<file path="config.mk">
export PLATFORM = sky130hd
export DESIGN_NAME = elevator_scheduler
export DESIGN_NICKNAME = d
export VERILOG_FILES = /design/src/rtl/elevator_pkg.sv /design/src/rtl/elevator_scan_pick.sv /design/src/rtl/elevator_scheduler.sv
export SDC_FILE = /design/constraint.sdc
export NUM_CORES = 1
export LEC_CHECK = 0
export BUFFER_PORTS_ARGS = -buffer_cell sky130_fd_sc_hd__clkbuf_2
export CORE_MARGIN = 1.5
export CORE_UTILIZATION = 50
export DETAILED_ROUTE_END_ITERATION = 16
export GPL_TIMING_DRIVEN = 0
export PLACE_DENSITY = 0.71
export SLEW_MARGIN = 5
export SYNTH_ARGS = -nofsm -noshare
export SYNTH_HDL_FRONTEND = slang
export SYNTH_SLANG_ARGS = --single-unit
</file>
<file path="constraint.sdc">
create_clock -name clk -period 4.8 [get_ports clk]
set_input_delay 0.48 -clock clk [delete_from_list [all_inputs] [get_ports clk]]
set_output_delay 0.48 -clock clk [all_outputs]
set_load 0.03 [all_outputs]
</file>
<file path="src/rtl/elevator_pkg.sv">
// Shared constants and types for the elevator request scheduler.
package elevator_pkg;

    localparam int NUM_FLOORS_DEF = 8;
    localparam int FLOOR_W_DEF    = 3;

    // Direction encodings presented to the car.
    localparam logic [1:0] DIR_IDLE = 2'b00;
    localparam logic [1:0] DIR_UP   = 2'b01;
    localparam logic [1:0] DIR_DOWN = 2'b10;

    // Scheduler control states.
    typedef enum logic [1:0] {
        ST_IDLE   = 2'b00,
        ST_SELECT = 2'b01,
        ST_MOVE   = 2'b10,
        ST_DOOR   = 2'b11
    } sched_state_t;

    // SCAN sweep direction; the encoding is also the sweep port bit of the picker.
    typedef enum logic {
        SWEEP_UP   = 1'b0,
        SWEEP_DOWN = 1'b1
    } sweep_t;

endpackage

</file>
<file path="src/rtl/elevator_scan_pick.sv">
// Combinational SCAN target picker. Two masked priority encoders find the
// nearest pending floor strictly above and strictly below the car; the sweep
// direction chooses between them and reports when the sweep has to reverse.
module elevator_scan_pick
    import elevator_pkg::*;
#(
    parameter int NUM_FLOORS = NUM_FLOORS_DEF,
    parameter int FLOOR_W    = FLOOR_W_DEF
) (
    input  logic [NUM_FLOORS-1:0] pending,
    input  logic [FLOOR_W-1:0]    cur_floor,
    input  logic                  sweep,        // 0 = up, 1 = down
    output logic [FLOOR_W-1:0]    target,
    output logic                  found,
    output logic                  flip_sweep,
    output logic                  above_found,  // some pending floor above the car
    output logic [FLOOR_W-1:0]    above_floor,  // lowest pending floor above the car
    output logic                  below_found,  // some pending floor below the car
    output logic [FLOOR_W-1:0]    below_floor   // highest pending floor below the car
);

    logic [NUM_FLOORS-1:0] above_mask;
    logic [NUM_FLOORS-1:0] below_mask;
    logic                  cur_hit;

    // Split the pending mask around the car; an out-of-range floor matches nothing.
    always_comb begin
        // NOTE: every output of a combinational block gets a default first so no path can infer a latch.
        above_mask = '0;
        below_mask = '0;
        cur_hit    = 1'b0;
        for (int i = 0; i < NUM_FLOORS; i++) begin
            above_mask[i] = pending[i] && (i > int'(cur_floor));
            below_mask[i] = pending[i] && (i < int'(cur_floor));
            if (pending[i] && (i == int'(cur_floor))) begin
                cur_hit = 1'b1;
            end
        end
    end

    // Lowest set bit of the above mask: scan downward so the last hit wins.
    always_comb begin
        above_found = 1'b0;
        above_floor = '0;
        for (int i = NUM_FLOORS - 1; i >= 0; i--) begin
            if (above_mask[i]) begin
                above_found = 1'b1;
                above_floor = FLOOR_W'(i);
            end
        end
    end

    // Highest set bit of the below mask: scan upward so the last hit wins.
    always_comb begin
        below_found = 1'b0;
        below_floor = '0;
        for (int i = 0; i < NUM_FLOORS; i++) begin
            if (below_mask[i]) begin
                below_found = 1'b1;
                below_floor = FLOOR_W'(i);
            end
        end
    end

    // SCAN choice: serve the current floor first, then continue the sweep, reversing only when it is exhausted.
    always_comb begin
        target     = '0;
        found      = 1'b0;
        flip_sweep = 1'b0;
        if (cur_hit) begin
            target = cur_floor;
            found  = 1'b1;
        end else if (sweep_t'(sweep) == SWEEP_UP) begin
            if (above_found) begin
                target = above_floor;
                found  = 1'b1;
            end else if (below_found) begin
                target     = below_floor;
                found      = 1'b1;
                flip_sweep = 1'b1;
            end
        end else begin
            if (below_found) begin
                target = below_floor;
                found  = 1'b1;
            end else if (above_found) begin
                target     = above_floor;
                found      = 1'b1;
                flip_sweep = 1'b1;
            end
        end
    end

endmodule

</file>
<file path="src/rtl/elevator_scheduler.sv">
// SCAN request scheduler in front of the elevator car. Collects floor calls
// into a pending mask, dispatches one target at a time, retargets to closer
// calls on the way, and times the door dwell (held open while over weight).
module elevator_scheduler
    import elevator_pkg::*;
#(
    parameter int NUM_FLOORS  = NUM_FLOORS_DEF,
    parameter int FLOOR_W     = FLOOR_W_DEF,
    parameter int DOOR_CYCLES = 4
) (
    input  logic                  clk,
    input  logic                  rst_n,
    input  logic [NUM_FLOORS-1:0] call_req,
    input  logic [FLOOR_W-1:0]    cur_floor,
    input  logic                  complete,
    input  logic                  over_weight,
    output logic [FLOOR_W-1:0]    req_floor,
    output logic                  req_valid,
    output logic [1:0]            direction,
    output logic                  door_open,
    output logic [NUM_FLOORS-1:0] pending
);

    // The dwell counter only ever holds DOOR_CYCLES-1 down to 0.
    localparam int               CNT_W     = (DOOR_CYCLES > 1) ? $clog2(DOOR_CYCLES) : 1;
    localparam logic [CNT_W-1:0] DOOR_LOAD = CNT_W'(DOOR_CYCLES - 1);

    sched_state_t          state_q,     state_d;
    sweep_t                sweep_q,     sweep_d;
    logic [NUM_FLOORS-1:0] pending_q,   pending_d;
    logic [FLOOR_W-1:0]    target_q,    target_d;
    logic [CNT_W-1:0]      cnt_q,       cnt_d;
    logic                  req_valid_q, req_valid_d;
    logic [1:0]            direction_q, direction_d;
    logic                  door_open_q, door_open_d;

    logic                  enter_door;
    logic [NUM_FLOORS-1:0] cur_onehot;

    logic                  pick_found;
    logic                  pick_flip;
    logic [FLOOR_W-1:0]    pick_target;
    logic                  above_found;
    logic [FLOOR_W-1:0]    above_floor;
    logic                  below_found;
    logic [FLOOR_W-1:0]    below_floor;

    // One picker serves both the SELECT decision and the MOVE retarget check.
    elevator_scan_pick #(
        .NUM_FLOORS (NUM_FLOORS),
        .FLOOR_W    (FLOOR_W)
    ) u_pick (
        .pending     (pending_q),
        .cur_floor   (cur_floor),
        .sweep       (sweep_q),
        .target      (pick_target),
        .found       (pick_found),
        .flip_sweep  (pick_flip),
        .above_found (above_found),
        .above_floor (above_floor),
        .below_found (below_found),
        .below_floor (below_floor)
    );

    // One-hot of the car position; stays zero when the car reports a floor that does not exist.
    always_comb begin
        cur_onehot = '0;
        for (int i = 0; i < NUM_FLOORS; i++) begin
            cur_onehot[i] = (i == int'(cur_floor));
        end
    end

    // Next-state logic: state transitions, target selection/retarget, sweep and dwell counter.
    always_comb begin
        state_d    = state_q;
        sweep_d    = sweep_q;
        target_d   = target_q;
        cnt_d      = cnt_q;
        enter_door = 1'b0;

        unique case (state_q)
            ST_IDLE: begin
                if (pending_q != '0) begin
                    state_d = ST_SELECT;
                end
            end

            ST_SELECT: begin
                if (pick_found) begin
                    target_d = pick_target;
                    if (pick_flip) begin
                        sweep_d = (sweep_q == SWEEP_UP) ? SWEEP_DOWN : SWEEP_UP;
                    end
                    if (pick_target == cur_floor) begin
                        state_d    = ST_DOOR;
                        enter_door = 1'b1;
                    end else begin
                        state_d = ST_MOVE;
                    end
                end else begin
                    state_d = ST_IDLE;
                end
            end

            ST_MOVE: begin
                if (complete && (cur_floor == target_q)) begin
                    state_d    = ST_DOOR;
                    enter_door = 1'b1;
                end else if (target_q > cur_floor) begin
                    // Travelling up: stop at a nearer call that lies strictly on the way.
                    if (above_found && (above_floor < target_q)) begin
                        target_d = above_floor;
                    end
                end else if (target_q < cur_floor) begin
                    // Travelling down: same rule mirrored.
                    if (below_found && (below_floor > target_q)) begin
                        target_d = below_floor;
                    end
                end
            end

            ST_DOOR: begin
                // The dwell keeps counting while overloaded; only the exit waits for the load to drop.
                if (cnt_q != '0) begin
                    cnt_d = cnt_q - CNT_W'(1);
                end else if (!over_weight) begin
                    state_d = (pending_q != '0) ? ST_SELECT : ST_IDLE;
                end
            end

            default: state_d = ST_IDLE;
        endcase

        if (enter_door) begin
            cnt_d = DOOR_LOAD;
        end
    end

    // Pending mask and registered outputs, all derived from the next state so no input reaches an output directly.
    always_comb begin
        // A floor pressed on the very edge its door opens is treated as already served.
        pending_d   = (pending_q | call_req) & ~(enter_door ? cur_onehot : '0);
        req_valid_d = (state_d == ST_MOVE);
        door_open_d = (state_d == ST_DOOR);
        direction_d = DIR_IDLE;
        if (state_d == ST_MOVE) begin
            if (target_d > cur_floor) begin
                direction_d = DIR_UP;
            end else if (target_d < cur_floor) begin
                direction_d = DIR_DOWN;
            end else begin
                // Car is at the target but has not reported completion yet: keep the last heading.
                direction_d = direction_q;
            end
        end
    end

    // State and output registers with asynchronous clear.
    always_ff @(posedge clk or negedge rst_n) begin
        if (!rst_n) begin
            state_q     <= ST_IDLE;
            sweep_q     <= SWEEP_UP;
            pending_q   <= '0;
            target_q    <= '0;
            cnt_q       <= '0;
            req_valid_q <= 1'b0;
            direction_q <= DIR_IDLE;
            door_open_q <= 1'b0;
        end else begin
            // NOTE: sequential state uses non-blocking assignments so every register samples pre-edge values.
            state_q     <= state_d;
            sweep_q     <= sweep_d;
            pending_q   <= pending_d;
            target_q    <= target_d;
            cnt_q       <= cnt_d;
            req_valid_q <= req_valid_d;
            direction_q <= direction_d;
            door_open_q <= door_open_d;
        end
    end

    assign req_floor = target_q;
    assign req_valid = req_valid_q;
    assign direction = direction_q;
    assign door_open = door_open_q;
    assign pending   = pending_q;

endmodule

</file>
==> out/qor.txt, run 1 <==
Synth Area in Adders -> 0.0993
Nets -> 303
CTS sink cnt -> 20
Core region area -> 3770 sq um
Post-Syn Area per Cell -> 8.44 sq um
Worst Skew -> 8.56 ps
Leak pwr -> 1.02 nW
Cells after Synth -> 239
Synth Flop Type -> dfrtp_1
Placed Cells -> 315
Number of I/O port buffers -> 28
Slew headroom -> 0.586
Total gr overflow -> 0
CP Max Fanout -> 10
DRC -> 0
Io pins -> 30
Routed WL -> 5.18 mm
Largest net degree at the start of global routing -> 21
Post-synth EDFFs -> 0
Clock Pin Slew Worst Setup and Hold Paths -> 80 ps
WP data arrival -> 4420 ps
CTS Hold Bufs -> 0
Vias per std cell -> 6.16
Drt wl/cell -> 16.2 um
TritonCTS Buffers -> 3
Max-cap violations -> 0
Clock Latency Late Sink -> 270 ps
Die Y -> 66.5 um
Status -> completed
Setup violations, final -> 0
Total die area -> 4420 sq um
Ys Warns -> 0
Compound-Gate Fraction of Synth Area -> 0.324
Unrepaired setup endpoints after global routing -> no
Setup Crit Path Kind -> in -> reg
TNS Setup -> 0 ps
GPL Wtd Cong -> 0.850
Syn nets -> 270
Top cells by instance count after synthesis -> dfrtp_1 (20), inv_1 (18), nand2_1 (18)
Synthesis-stage register bit count -> 20
Number of global-route vias before repair -> 1896
DR vias -> 1964
Total track usage -> 0.264
Synth top area cells -> dfrtp_1 (25%), ha_1 (9.9%), o21ai_0 (3.5%), inv_1 (3.3%), nand2_1 (3.3%)
Maximum VDD drop -> 0.385 mV
Bufs on Longest Clock Path -> 2
Setup repair bufs after CTS -> 0
First-pass GRT wire length -> 8.96 mm
CTS tree -> yes
CP startpoint kind -> input pin
Initial core utilization -> 0.535
Yosys top cell by area -> dfrtp_1
Hold Vio Cnt, Final -> 0
Antenna violations before repair -> 0
Die Width -> 66.5 um
Fill count -> 352
Largest family of logic cells by synthesized area -> compound AO/OA/AOI/OAI gates
Worst-case reg-to-reg path depth -> 16
Count leader, synth -> dfrtp_1
CP endpoint kind -> register
Mux contribution to synthesized area -> 0.0341
Mapped Area -> 2020 sq um
H-tree depth -> 1
Reg-to-reg slack, setup -> 760 ps
# resized after CTS -> 0
Area growth syn-to-layout -> 13.5%
Cell variety after synth -> 70
PwrDens -> 501 nW/um^2
Sequential cell area fraction in the yosys report -> 0.248
Post-synth ARST share -> 1.00
Drt first pass iters -> 4
Worst Hold Margin -> 149 ps
Final HPWL DP -> 4.00 mm
Max frequency -> 237 MHz
Layout cells sized above 1 -> 0.232
Worst-Margin Slew -> 619 ps
Worst Hold Class -> in -> async
Rows -> 22
Antenna cells -> 0
Worst flop-to-flop path endpoint -> direction[1]
Fin cells -> 319
Clock root buffer -> clkbuf_8
WP data required -> 5000 ps
RR Startpoint -> pending[5]
Post-Synth Simple-Gate Area -> 0.203
Max-slew violations -> 0
Final Cycle Share -> 0.880
Post-route ant nets -> 0
XOR/XNOR share of the synthesized area -> 0.00434
1st-iter DRT viols -> 162
Area share of the leading cell type in the synthesized netlist -> 0.248
Fin crit period -> 4230 ps
-- worst max-delay path by stage --
stage                 startpoint            to  cells past startpoint
floorplan           cur_floor[0]  direction[1]                     17
global placement    cur_floor[0]  direction[1]                     18
detailed placement  cur_floor[0]  direction[1]                     18
CTS                 cur_floor[0]  direction[1]                     18
global route        cur_floor[0]  direction[1]                     18
finish              cur_floor[0]  direction[1]                     18
-- through the flow --
step / cell area, sq um / utilization / total power, W / setup WS (ps)
2_1_floorplan: 2020 / - / 0.000808 / 919
3_3_place_gp: 2220 / 0.588 / 0.000961 / 330
3_5_place_dp: 2220 / 0.588 / 0.000975 / 318
4_1_cts: 2290 / 0.607 / 0.00115 / 575
5_1_grt: 2290 / 0.607 / 0.00126 / 274
6_report: 2290 / 0.607 / 0.00115 / 575
-- sequential cells by signal, indices dropped and copies added (netlist names) --
register / flops
cnt_q: 2
direction: 2
door_open: 1
pending: 8
req_floor: 3
req_valid: 1
state_q: 2
sweep_q: 1
-- cells by family (layout without fill, tap and decap cells) --
kind of cell / Yosys count / after routing
DFF: 20 / 20
buffers and inverters: 32 / 64
AOI/OAI and AO/OA: 87 / 87
adders and majority gates: 16 / 16
xor gates and xnor gates: 1 / 1
and+or+nand+nor: 78 / 78
muxes: 5 / 5
-- placed cells by master, fill, tap and decap left out, drive strengths merged, types with 2 or more instances in the layout --
cell	count
o31ai	5
nor3	7
nand3	6
o21ai	19
or2	2
nand2	18
or4	2
a21oi	11
o22ai	4
a22oi	3
nand4	2
and3	3
mux2	2
o32ai	2
a211oi	3
mux2i	2
a31oi	5
a22o	3
inv	20
ha	16
buf	10
o21a	5
nand2b	5
clkbuf	33
a21o	2
a221oi	2
nor2	18
o32a	4
o22a	2
nor2b	7
nor3b	2
or3	2
dfrtp	20
o211ai	2
a211o	2
a21boi	2
-- area by class of cell --
| class | count | area, sq um | share of cell area |
|---|---|---|---|
| clock inverters | 1 | 30.0 | 0.0131 |
| plain buffers | 12 | 100 | 0.0437 |
| inverters | 20 | 75.1 | 0.0328 |
| repair buffers | 28 | 140 | 0.0612 |
| clock buffers | 3 | 41.3 | 0.0180 |
| well taps | 48 | 60.1 | 0.0262 |
| multi-input cells | 187 | 1340 | 0.586 |
| flip-flops and latches | 20 | 500 | 0.219 |
-- metal layers --
layer / vias to the layer above / global-route usage / share of wire
li1: 961 / - / -
met1: 944 / 0.385 / 0.46
met2: 54 / 0.419 / 0.48
met3: 5 / 0.0186 / 0.048
met4: 0 / 0.0791 / 0.012
met5: - / 0 / 0
-- critical path: stages --
cell	delay, ps
clkbuf_2	160
buf_2	220
buf_2	210
a21oi_1	180
nor3_1	70
o32ai_1	440
ha_1	340
and3_2	210
or4_4	520
mux2_4	230
o21ai_2	60
a211o_2	320
o311ai_1	120
ha_1	330
a21o_1	160
a21oi_1	210
a41oi_1	70
nor2_1	100
-- power by group --
group | internal [W] | switching [W] | total [W]
sequential | 0.000218 | 0.0000517 | 0.000269
clock | 0.000112 | 0.0000586 | 0.000170
combinational | 0.000282 | 0.000425 | 0.000707
(Power assumes the default switching activity.)
==> run 2: changes to the inputs <==
Settings changed: PLACE_DENSITY 0.71 to 0.73.
==> out/qor.txt, run 2 (synthesized netlist as in run 1, its figures left out) <==
Rows -> 22 (unchanged)
WP data arrival -> 4460 ps (was 4420 ps)
Register area -> 500 sq um (unchanged)
Worst Skew -> 6.82 ps (was 8.56 ps)
Maximum VDD drop -> 0.397 mV (was 0.385 mV)
Layout cells sized above 1 -> 0.232 (unchanged)
Io pins -> 30 (unchanged)
Clock Latency Late Sink -> 260 ps (was 270 ps)
Setup WS post-layout -> 529 ps (was 575 ps)
DRC -> 0 (unchanged)
Unrepaired setup endpoints after global routing -> no (unchanged)
Drt wl/cell -> 16.0 um (was 16.2 um)
Status -> completed (unchanged)
Fill count -> 329 (was 352)
Clock root buffer -> clkbuf_8 (unchanged)
Core region area -> 3770 sq um (unchanged)
Initial core utilization -> 0.535 (unchanged)
1st-iter DRT viols -> 176 (was 162)
Multi-input combinational cell area -> 1340 sq um (unchanged)
Worst Hold Class -> in -> async (unchanged)
Max reg flops -> 8 (unchanged)
PnR Total Power -> 0.00114 W (was 0.00115 W)
Worst-Margin Slew -> 684 ps (was 619 ps)
TNS Setup -> 0 ps (unchanged)
Post-route ant nets -> 0 (unchanged)
Antenna violations before repair -> 0 (unchanged)
PwrDens -> 499 nW/um^2 (was 501 nW/um^2)
Die Y -> 66.5 um (unchanged)
Final HPWL DP -> 3.94 mm (was 4.00 mm)
GPL Wtd Cong -> 0.893 (was 0.850)
Drt first pass iters -> 4 (unchanged)
CTS sink cnt -> 20 (unchanged)
Antenna cells -> 0 (unchanged)
Hold Vio Cnt, Final -> 0 (unchanged)
DR vias -> 1950 (was 1964)
Max frequency -> 234 MHz (was 237 MHz)
Bufs on Longest Clock Path -> 2 (unchanged)
Vias per std cell -> 6.11 (was 6.16)
Number of global-route vias before repair -> 1800 (was 1896)
Routed WL -> 5.12 mm (was 5.18 mm)
Largest net degree at the start of global routing -> 21 (unchanged)
H-tree depth -> 1 (unchanged)
CP endpoint kind -> register (unchanged)
Total die area -> 4420 sq um (unchanged)
Setup repair bufs after CTS -> 0 (unchanged)
WP data required -> 4990 ps (was 5000 ps)
Setup Crit Path Kind -> in -> reg (unchanged)
Max-cap violations -> 0 (unchanged)
Nets -> 303 (unchanged)
Slew headroom -> 0.542 (was 0.586)
Max-slew violations -> 0 (unchanged)
First-pass GRT wire length -> 8.52 mm (was 8.96 mm)
CTS Hold Bufs -> 0 (unchanged)
Leak pwr -> 1.02 nW (unchanged)
Dpl ws -> 304 ps (was 318 ps)
Fin util -> 0.607 (unchanged)
CTS tree -> yes (unchanged)
Final Cycle Share -> 0.890 (was 0.880)
CP Max Fanout -> 10 (unchanged)
Number of I/O port buffers -> 28 (unchanged)
Clock Pin Slew Worst Setup and Hold Paths -> 70 ps (was 80 ps)
Worst Hold Margin -> 163 ps (was 149 ps)
# resized after CTS -> 0 (unchanged)
CP startpoint kind -> input pin (unchanged)
Fin crit period -> 4270 ps (was 4230 ps)
Commonest non-fill, non-tap cell in the layout -> clkbuf_2 (unchanged)
Total track usage -> 0.252 (was 0.264)
Setup violations, final -> 0 (unchanged)
Total gr overflow -> 0 (unchanged)
TritonCTS Buffers -> 3 (unchanged)
Die Width -> 66.5 um (unchanged)
Most frequent cells in the layout -> clkbuf_2 (28), dfrtp_1 (20), inv_1 (18), nand2_1 (18), nor2_1 (17) (unchanged)
Reg-to-reg slack, setup -> 710 ps (was 760 ps)
Area growth syn-to-layout -> 13.5% (unchanged)
==> run 2: cell counts in the layout (fill, tap and decap cells not counted) <==
Identical to the previous run, type by type.
==> run 2: where the power goes <==
| group | total, W | switching (W) | internal (W) |
|---|---|---|---|
| registers | 0.000270 | 0.0000521 | 0.000218 |
| logic | 0.000706 | 0.000423 | 0.000283 |
| clock network | 0.000166 | 0.0000548 | 0.000111 |
==> run 2: cell type report <==
cell class,instances,area share
plain buffers,12,0.0437
clock buffers,3,0.0180
clock inverters,1,0.0131
inverters,20,0.0328
multi-input cells,187,0.586
flip-flops and latches,20,0.219
well taps,48,0.0262
repair buffers,28,0.0612
==> run 2: worst paths after layout <==
kind | from | to | cells after the start
max | cur_floor[0] | direction[1] | 18
max reg2reg | pending[5] | direction[1] | 16
min reg2reg | cnt_q[1] | cnt_q[1] | 2
min in group clk | call_req[1] | pending[1] | 2
min | rst_n | pending[5] | 1
max in group asynchronous | rst_n | req_floor[2] | 1
==> run 2: routing by layer <==
layer,wire length [um],part of all wire,up-vias,track usage
met5,0,0,-,0
met4,104,0.020,0,0.0893
met3,280,0.055,11,0.0101
met2,2380,0.46,58,0.403
met1,2360,0.46,920,0.362
li1,-,-,961,-
==> run 2: through the flow <==
step	instance area, sq um	instances
after floorplan	2020	239
after global placement	2220	315
after detailed placement	2220	315
after CTS	2290	319
after global routing	2290	319
final	2290	319
==> run 2: worst max-delay path: stages <==
cell and delay (ps):
clkbuf_2 150, buf_2 210, buf_2 200, a21oi_1 180, nor3_1 80, o32ai_1 460, ha_1 340, and3_2 210
or4_4 510, mux2_4 220, o21ai_2 60, a211o_2 320, o311ai_1 120, ha_1 330, a21o_1 160, a21oi_1 210
a41oi_1 70, nor2_1 100
